==> src/rtl/pkt_emitter.sv <==
// Per-packet metadata gate: forwards packets whose drop flag is clear through a
// 2-entry output FIFO, discards the rest, and counts forwarded/dropped/framing errors.
module pkt_emitter #(
  parameter int DATA_W   = 512,
  parameter int EMPTY_W  = 6,
  parameter int META_W   = 128,
  parameter int DROP_BIT = 0
) (
  input  logic               Clk,
  input  logic               Rst_n,
  input  logic [META_W-1:0]  in_meta_data,
  input  logic               in_meta_valid,
  output logic               in_meta_ready,
  input  logic [DATA_W-1:0]  in_pkt_data,
  input  logic               in_pkt_valid,
  output logic               in_pkt_ready,
  input  logic               in_pkt_sop,
  input  logic               in_pkt_eop,
  input  logic [EMPTY_W-1:0] in_pkt_empty,
  output logic [DATA_W-1:0]  out_pkt_data,
  output logic               out_pkt_valid,
  input  logic               out_pkt_ready,
  output logic               out_pkt_sop,
  output logic               out_pkt_eop,
  output logic [EMPTY_W-1:0] out_pkt_empty,
  output logic [31:0]        stats_out_pkt,
  output logic [31:0]        stats_drop_pkt,
  output logic [31:0]        stats_err
);

  localparam int ENT_W = DATA_W + 2 + EMPTY_W;

  typedef enum logic [1:0] {IDLE, FWD, DISCARD} state_t;

  state_t           state;
  logic             first;
  logic [ENT_W-1:0] mem [2];
  logic             wr_ptr;
  logic             rd_ptr;
  logic [1:0]       count;

  logic meta_fire;
  logic pkt_fire;
  logic lead_bad;
  logic push;
  logic pop;
  logic unused_meta;

  assign unused_meta   = ^in_meta_data;
  assign in_meta_ready = (state == IDLE);

  always_comb begin
    in_pkt_ready = 1'b0;
    case (state)
      FWD:     in_pkt_ready = (count < 2'd2);
      DISCARD: in_pkt_ready = 1'b1;
      default: in_pkt_ready = 1'b0;
    endcase
  end

  assign meta_fire = in_meta_valid & in_meta_ready;
  assign pkt_fire  = in_pkt_valid & in_pkt_ready;
  // A leading flit without sop is swallowed; the packet has not started yet.
  assign lead_bad  = first & ~in_pkt_sop;
  assign push      = pkt_fire & (state == FWD) & ~lead_bad;
  assign pop       = out_pkt_valid & out_pkt_ready;

  assign out_pkt_valid = (count != 2'd0);
  assign {out_pkt_data, out_pkt_sop, out_pkt_eop, out_pkt_empty} = mem[rd_ptr];

  always_ff @(posedge Clk) begin
    if (push) mem[wr_ptr] <= {in_pkt_data, in_pkt_sop, in_pkt_eop, in_pkt_empty};
  end

  always_ff @(posedge Clk or negedge Rst_n) begin
    if (!Rst_n) begin
      state          <= IDLE;
      first          <= 1'b0;
      wr_ptr         <= 1'b0;
      rd_ptr         <= 1'b0;
      count          <= '0;
      stats_out_pkt  <= '0;
      stats_drop_pkt <= '0;
      stats_err      <= '0;
    end else begin
      if (push) wr_ptr <= ~wr_ptr;
      if (pop)  rd_ptr <= ~rd_ptr;
      case ({push, pop})
        2'b10:   count <= count + 2'd1;
        2'b01:   count <= count - 2'd1;
        default: count <= count;
      endcase
      if (pop && out_pkt_eop) stats_out_pkt <= stats_out_pkt + 32'd1;

      case (state)
        IDLE: begin
          if (meta_fire) begin
            state <= in_meta_data[DROP_BIT] ? DISCARD : FWD;
            first <= 1'b1;
          end
        end
        FWD, DISCARD: begin
          if (pkt_fire) begin
            if (lead_bad) begin
              stats_err <= stats_err + 32'd1;
            end else begin
              if (!first && in_pkt_sop) stats_err <= stats_err + 32'd1;
              first <= 1'b0;
              if (in_pkt_eop) begin
                state <= IDLE;
                if (state == DISCARD) stats_drop_pkt <= stats_drop_pkt + 32'd1;
              end
            end
          end
        end
        default: state <= IDLE;
      endcase
    end
  end

endmodule
==> config.mk <==
export PLATFORM = sky130hd
export DESIGN_NAME = pkt_emitter
export DESIGN_NICKNAME = d
export VERILOG_FILES = /design/src/rtl/pkt_emitter.sv
export SDC_FILE = /design/constraint.sdc
export NUM_CORES = 1
export LEC_CHECK = 0
export ABC_AREA = 1
export CAP_MARGIN = 30
export CORE_AREA = 5 5 489 491
export DETAILED_ROUTE_END_ITERATION = 10
export DIE_AREA = 0 0 494 496
export GPL_ROUTABILITY_DRIVEN = 0
export HOLD_SLACK_MARGIN = 0.1
export SETUP_SLACK_MARGIN = 0.4
export SLEW_MARGIN = 20
export SYNTH_ARGS = -nofsm -noshare
export SYNTH_HDL_FRONTEND = slang
export SYNTH_SLANG_ARGS = --single-unit
==> constraint.sdc <==
create_clock -name Clk -period 43.5 [get_ports Clk]
set_clock_uncertainty 0.15 [all_clocks]
set_input_delay 10.875 -clock Clk [delete_from_list [all_inputs] [get_ports Clk]]
set_output_delay 10.875 -clock Clk [all_outputs]
set_load 0.05 [all_outputs]
## Yosys cells after proc, flatten, opt, wreduce, memory -nomap -nowiden

Memories as Yosys holds them, arrays and structs flattened.
Index checks and enable logic that the tools add are counted.
Widths: inputs -> output; s select.

- Memories: 1
- Register bits: 103
- RAM bits: 1040
- Output and inout bits: 619
- Logic and storage cells: 62

Memories:

| name | words | bits a word | read ports | clocked after memory_dff | wr ports | RTL line | RTL |
|---|---|---|---|---|---|---|---|
| mem | 2 | 520 | 1 | 0 | 1 | 37 | `logic [ENT_W-1:0] mem [2];` |

- Magnitude comparators: 1
- Bitwise logic cells: 10
- Mux-type cells: 16
- Equal/unequal tests: 8
- Add/sub/neg operators: 5
- Reductions and logical operators: 13

Operators with widths:

| cell | number |
|---|---|
| $add 32x1->32 const B | 3 |
| $mux 32 | 2 |
| $mux 2 | 5 |
| $pmux 2 s2 | 2 |
| $reduce_and 4->1 | 2 |
| $reduce_bool 2->1 | 4 |
| $and 1x1->1 | 6 |
| $ne 2x2->1 const B | 3 |
| $mux 1 | 5 |
| $reduce_and 5->1 | 1 |
| $eq 2x1->1 const B | 2 |
| $eq 2x2->1 const B | 2 |
| $not 1->1 | 4 |
| $pmux 1 s2 | 2 |
| $reduce_and 3->1 | 1 |
| $add 2x1->2 const B | 1 |
| $logic_and 1x1->1 | 2 |
| $logic_not 2->1 | 1 |
| $lt 2x2->1 const B | 1 |
| $ne 2x1->1 const B | 1 |
| $reduce_or 2->1 | 1 |
| $sub 2x1->2 const B | 1 |
| $logic_not 1->1 | 1 |

## Depth between registers and ports, before layout

- Depth after elaboration: 7
- Depth in mapped cells: 11

## Worst setup path after synthesis

No wires, ideal clock.

- Path type: in2reg
- Start point: input in_pkt_sop
- End point: memory mem[0][0] (netlist name), enable pin
- Arrival time: 32901 ps
- Buffers on the path: 0
- Stages: 5
- Required time: 41932 ps
- Setup time: 1418 ps
- Setup slack: 9031 ps
- Cells stage by stage: inv_1 ha_1 inv_1 nand4_1 nor2_1

- Cells in the longest elaborated chain, start to end: 6

RTL lines:

| what | RTL line | RTL |
|---|---|---|
| start, declared | 17 | `input logic in_pkt_sop,` |
| $not 1->1 | 64 | `assign lead_bad = first & ~in_pkt_sop;` |
| $and 1x1->1 | 64 |  |
| $not 1->1 (no line) | - |  |
| $and 1x1->1 | 65 | `assign push = pkt_fire & (state == FWD) & ~lead_bad;` |
| $mux 1 | 72 | `if (push) mem[wr_ptr] <= {in_pkt_data, in_pkt_sop, in_pkt_eop, in_pkt_empty};` |
| $mux 1 (implied by the code) | 72 |  |
| end, declared | 37 |  |

Every way passes these cells.

## Worst setup path after layout

- Start point: register rd_ptr
- End point: output out_pkt_data[430]

- Cells in the longest elaborated chain, start to end: 1

RTL lines:

| what | RTL line | RTL |
|---|---|---|
| start, declared | 39 | `logic rd_ptr;` |
| start signal, assigned | 87 | `if (pop) rd_ptr <= ~rd_ptr;` |
| $mem_v2 2x520 | - |  |
| end, declared | 20 | `output logic [DATA_W-1:0] out_pkt_data,` |

Every way passes these cells.

==> impl_summary.txt <==
----------------------------------------------------
[Run status]
  Status ... finished clean

[Die]
  Row Count ... 178
  Die extent in x ... between 400 and 500 um
  Io pins ... around 1300
  Vertical die dimension ... 496 um
  Initial Util ... 0.1858
  Die ar. ... 245000 um2
  Total core area ... 234300 um2

[Power]
  Peak supply drop ... 0.04480 mV
  Static Leak ... between 20 and 25 nW
  Power density over cell area ... 65.36 nW/um2

[Worst setup path]
  Arrival time at the worst endpoint ... approximately 5700 ps
  Worst Path Buf+Inv ... 5
  Cell-by-cell listing of the critical path ... inv_8 > buf_4 > buf_4 > buf_4 > nand2_1 > nand2_1 > clkdlybuf4s50_1
  Top Family by Delay on Critical Path ... buffers and inverters
  Launch point of the worst reg-to-reg path ... state[0]$_DFFE_PN0P_
  Reg2reg setup slack ... about 37000 ps
  Critical path peak fanout ... 136
  Category of the critical setup timing path ... flop to primary output
  Cell seen most often among critical-path stages ... buf_4
  Worst endpoint required time ... 32480 ps
  Register-to-Register Path Depth ... 11
  Crit path from ... rd_ptr$_DFFE_PN0P_
  Critical Path Max Stage Delay ... approximately 870 ps
  Cell at the slowest stage of the critical path ... clkdlybuf4s50_1
  Critical path endpoint category ... primary output
  Endpoint of the worst-slack reg-to-reg timing path ... mem[0][200]$_DFFE_PP_
  CP startpoint kind ... flop

[Yosys]
  Simple-gate share of the synthesized area ... 0.1884
  Synthesized instance count ... approximately 3500
  Mapped Nets ... 4167
  Cell taking the most area after synthesis ... edfxtp_1
  Number of synthesized register bits ... roughly 1100
  Count of unique library cells instantiated by Yosys ... 34
  Count of flip-flops with a built-in enable after synthesis ... about 1000
  Fraction of the mapped netlist area in adder cells ... 0.002300
  Post-Syn Area ... around 44000 um2
  Dominant combinational cell family by area after synthesis ... simple AND/OR/NAND/NOR gates
  Async set or reset register ratio after synthesis ... 0.09011
  Sequential fraction of the synthesis area ... 0.7768
  Yosys Warn Count ... 0
  Share of the synthesized area in compound gates (AO/OA/AOI/OAI) ... 0.001926
  Area share of the leading cell type in the synthesized netlist ... 0.7176
  Post-Syn Area per Cell ... ~12 um2
  Fraction of synthesized area in multiplexers ... 0
  Most repeated cell in the gate-level netlist after synthesis ... nand2_1
  Ys flop type ... edfxtp_1
  Most frequent cells after synthesis ... nand2_1, edfxtp_1, dfrtp_1
  Synth Area in XOR/XNOR ... 0.01026
  Ranking of synthesized cells by area ... edfxtp_1, nand2_1, dfrtp_1, nor2_1, inv_1

[Clock tree]
  Number of gates resized after cts ... 0
  Post-CTS setup buffer count ... 0
  Clock Path Buffers ... 3
  Clock transition at path regs ... 60 ps
  Clk Tree Root Cell ... clkbuf_16
  Num Clock Sinks ... 1143
  # hold bufs at CTS ... 0
  CTS buffer count ... 135
  CTS H-tree lvls ... 4
  Clock latency at the later pin of the worst-skew pair ... 780 ps
  TritonCTS clock tree ... built

[Run]
  MaxCap Viol Count ... 0

[Worst hold path]
  Worst Min Path Start ... stats_out_pkt[6]$_DFFE_PN0P_
  Hold-critical path depth ... 1
  Worst hold-check path type ... flop to flop
  End point of the worst hold path ... stats_out_pkt[6]$_DFFE_PN0P_

[STA]
  Slew Limit Headroom ... 0.3132
  Count of endpoints failing hold in the final timing report ... 0
  # setup viols final ... 0
  Setup tns final ... 0 ps
  Fmax ... 59.67 MHz
  Max-slew violation count ... 0
  Final Worst Setup Slack ... 26740 ps
  Actual transition at the worst max-transition pin ... approximately 1000 ps
  Final period utilization ... 0.3853
  RSZ-0062 raised after global routing ... false
  Final min period ... between 15000 and 20000 ps

[GRT]
  Number of global-route vias before repair ... 30080
  Pin count of the biggest net entering global routing ... ~140
  Overall fraction of global-route tracks in use ... 0.1408
  Global-route wire length before repair ... 241.3 mm
  Leftover overflow at the end of global routing ... 0
  Antenna violations before repair ... slightly below 100

[Route]
  Detailed-route DRC error count ... 0
  DR iter-0 viols ... 2149
  Drt via density ... 3.842
  Antenna viol nets, final ... 0
  Number of detailed-route iterations in the first pass ... 6
  Wire length per cell ... 22.50 um
  Via count of the routed design ... just over 30000
  Routed WL ... 179.9 mm

[Layout]
  Core utilization of the finished layout ... 0.2703
  Share of final-layout standard cells stronger than drive strength 1 ... 0.05426
  Synthesis-to-layout area growth ... 45.51%
  Fin nets ... 5365

[Placement]
  IO buf count ... 1144
  Detailed Place HPWL ... 140.2 mm
  Setup Slack @ Placement ... around 27000 ps

----------------------------------------------------
## worst max path at each step
stage                     cells past startpoint                    end
after floorplan                               5    mem[0][0]$_DFFE_PP_
after CTS                                     7      out_pkt_data[437]
after global routing                          7      out_pkt_data[437]
after detailed placement                     11  mem[0][191]$_DFFE_PP_
final                                         7      out_pkt_data[430]
after global placement                       11  mem[0][109]$_DFFE_PP_
## worst reg2reg max path, cell delays in order, from the launching register on
cell,delay [ps]
dfrtp_1,370
inv_1,70
ha_1,400
nand3_2,110
nand2_2,160
nand4_1,420
nor2_4,190
buf_4,580
buf_4,800
buf_4,720
buf_4,830
buf_4,800
## through the flow
stage | cells | cell area (um2) | power (mW) | hold WS, ps
final | 7996 | 63330 | 4.139 | 353.1
after global routing | 7986 | 63300 | 4.321 | 387.9
after CTS | 7958 | 63180 | 4.209 | 349.7
after detailed placement | 7715 | 58700 | 3.056 | 341.2
after global placement | 7714 | 58670 | 3.054 | 330.8
after floorplan | 3506 | 43520 | 2.332 | 309.0
## cell families (layout without fill, tap and decap cells)
group / Yosys count / count (layout)
AND/OR/NAND/NOR: 2075 / 2075
other: 0 / 36
XOR/XNOR: 51 / 51
adder cells (fa/ha/maj): 8 / 8
AO/OA/AOI/OAI: 16 / 16
flip-flops: 1143 / 1143
buffers and inverters: 213 / 1517
## registers in the layout, summed over array words and instances, names as in the netlist
register / count
mem: 1040
wr_ptr: 1
rd_ptr: 1
stats_err: 32
stats_drop_pkt: 32
first: 1
count: 2
stats_out_pkt: 32
state: 2
## area by class of cell
class,instances,area [um2]
fill,24230,171000
sequential,1143,33810
timing repair buffer,1179,11790
multi-input combinational,2150,8845
tap,3150,3941
clock buffer,160,3502
clock inverter,83,982.2
inverter,95,364.1
antenna,36,90.09
## layout by cell type, fill, tap and decap left out, types with 9 or more instances in the layout
| cell type | n |
|---|---|
| nand2_1 | 1840 |
| clkdlybuf4s50_1 | 1142 |
| edfxtp_1 | 1040 |
| clkbuf_16 | 135 |
| dfrtp_1 | 102 |
| nor2_1 | 96 |
| inv_1 | 93 |
| nand3_1 | 43 |
| diode_2 | 36 |
| nand4_1 | 32 |
| xor2_1 | 32 |
| clkinv_1 | 32 |
| buf_4 | 32 |
| clkbuf_1 | 22 |
| xnor2_1 | 19 |
| nand3b_1 | 17 |
| clkinv_2 | 15 |
| o21ai_0 | 14 |
| bufinv_16 | 11 |
| clkinv_16 | 10 |
| nor2_4 | 9 |
| nor3_1 | 9 |
## routing by layer
layer  vias up  GRT usage  part of all wire
met3       350    0.06378              0.11
met2      1463     0.2429              0.49
met4        34    0.05401             0.045
li1      14170          -                 -
met5         -          0            0.0013
met1     14710     0.1510              0.35
## report_power, final
group / switching (mW) / internal (mW) / total, mW
registers: 0.0165 / 1.23 / 1.24
logic: 1.30 / 0.471 / 1.77
clock network: 0.480 / 0.651 / 1.13
total: 1.79 / 2.35 / 4.14
No activity file was read; power rests on OpenSTA's default activity.
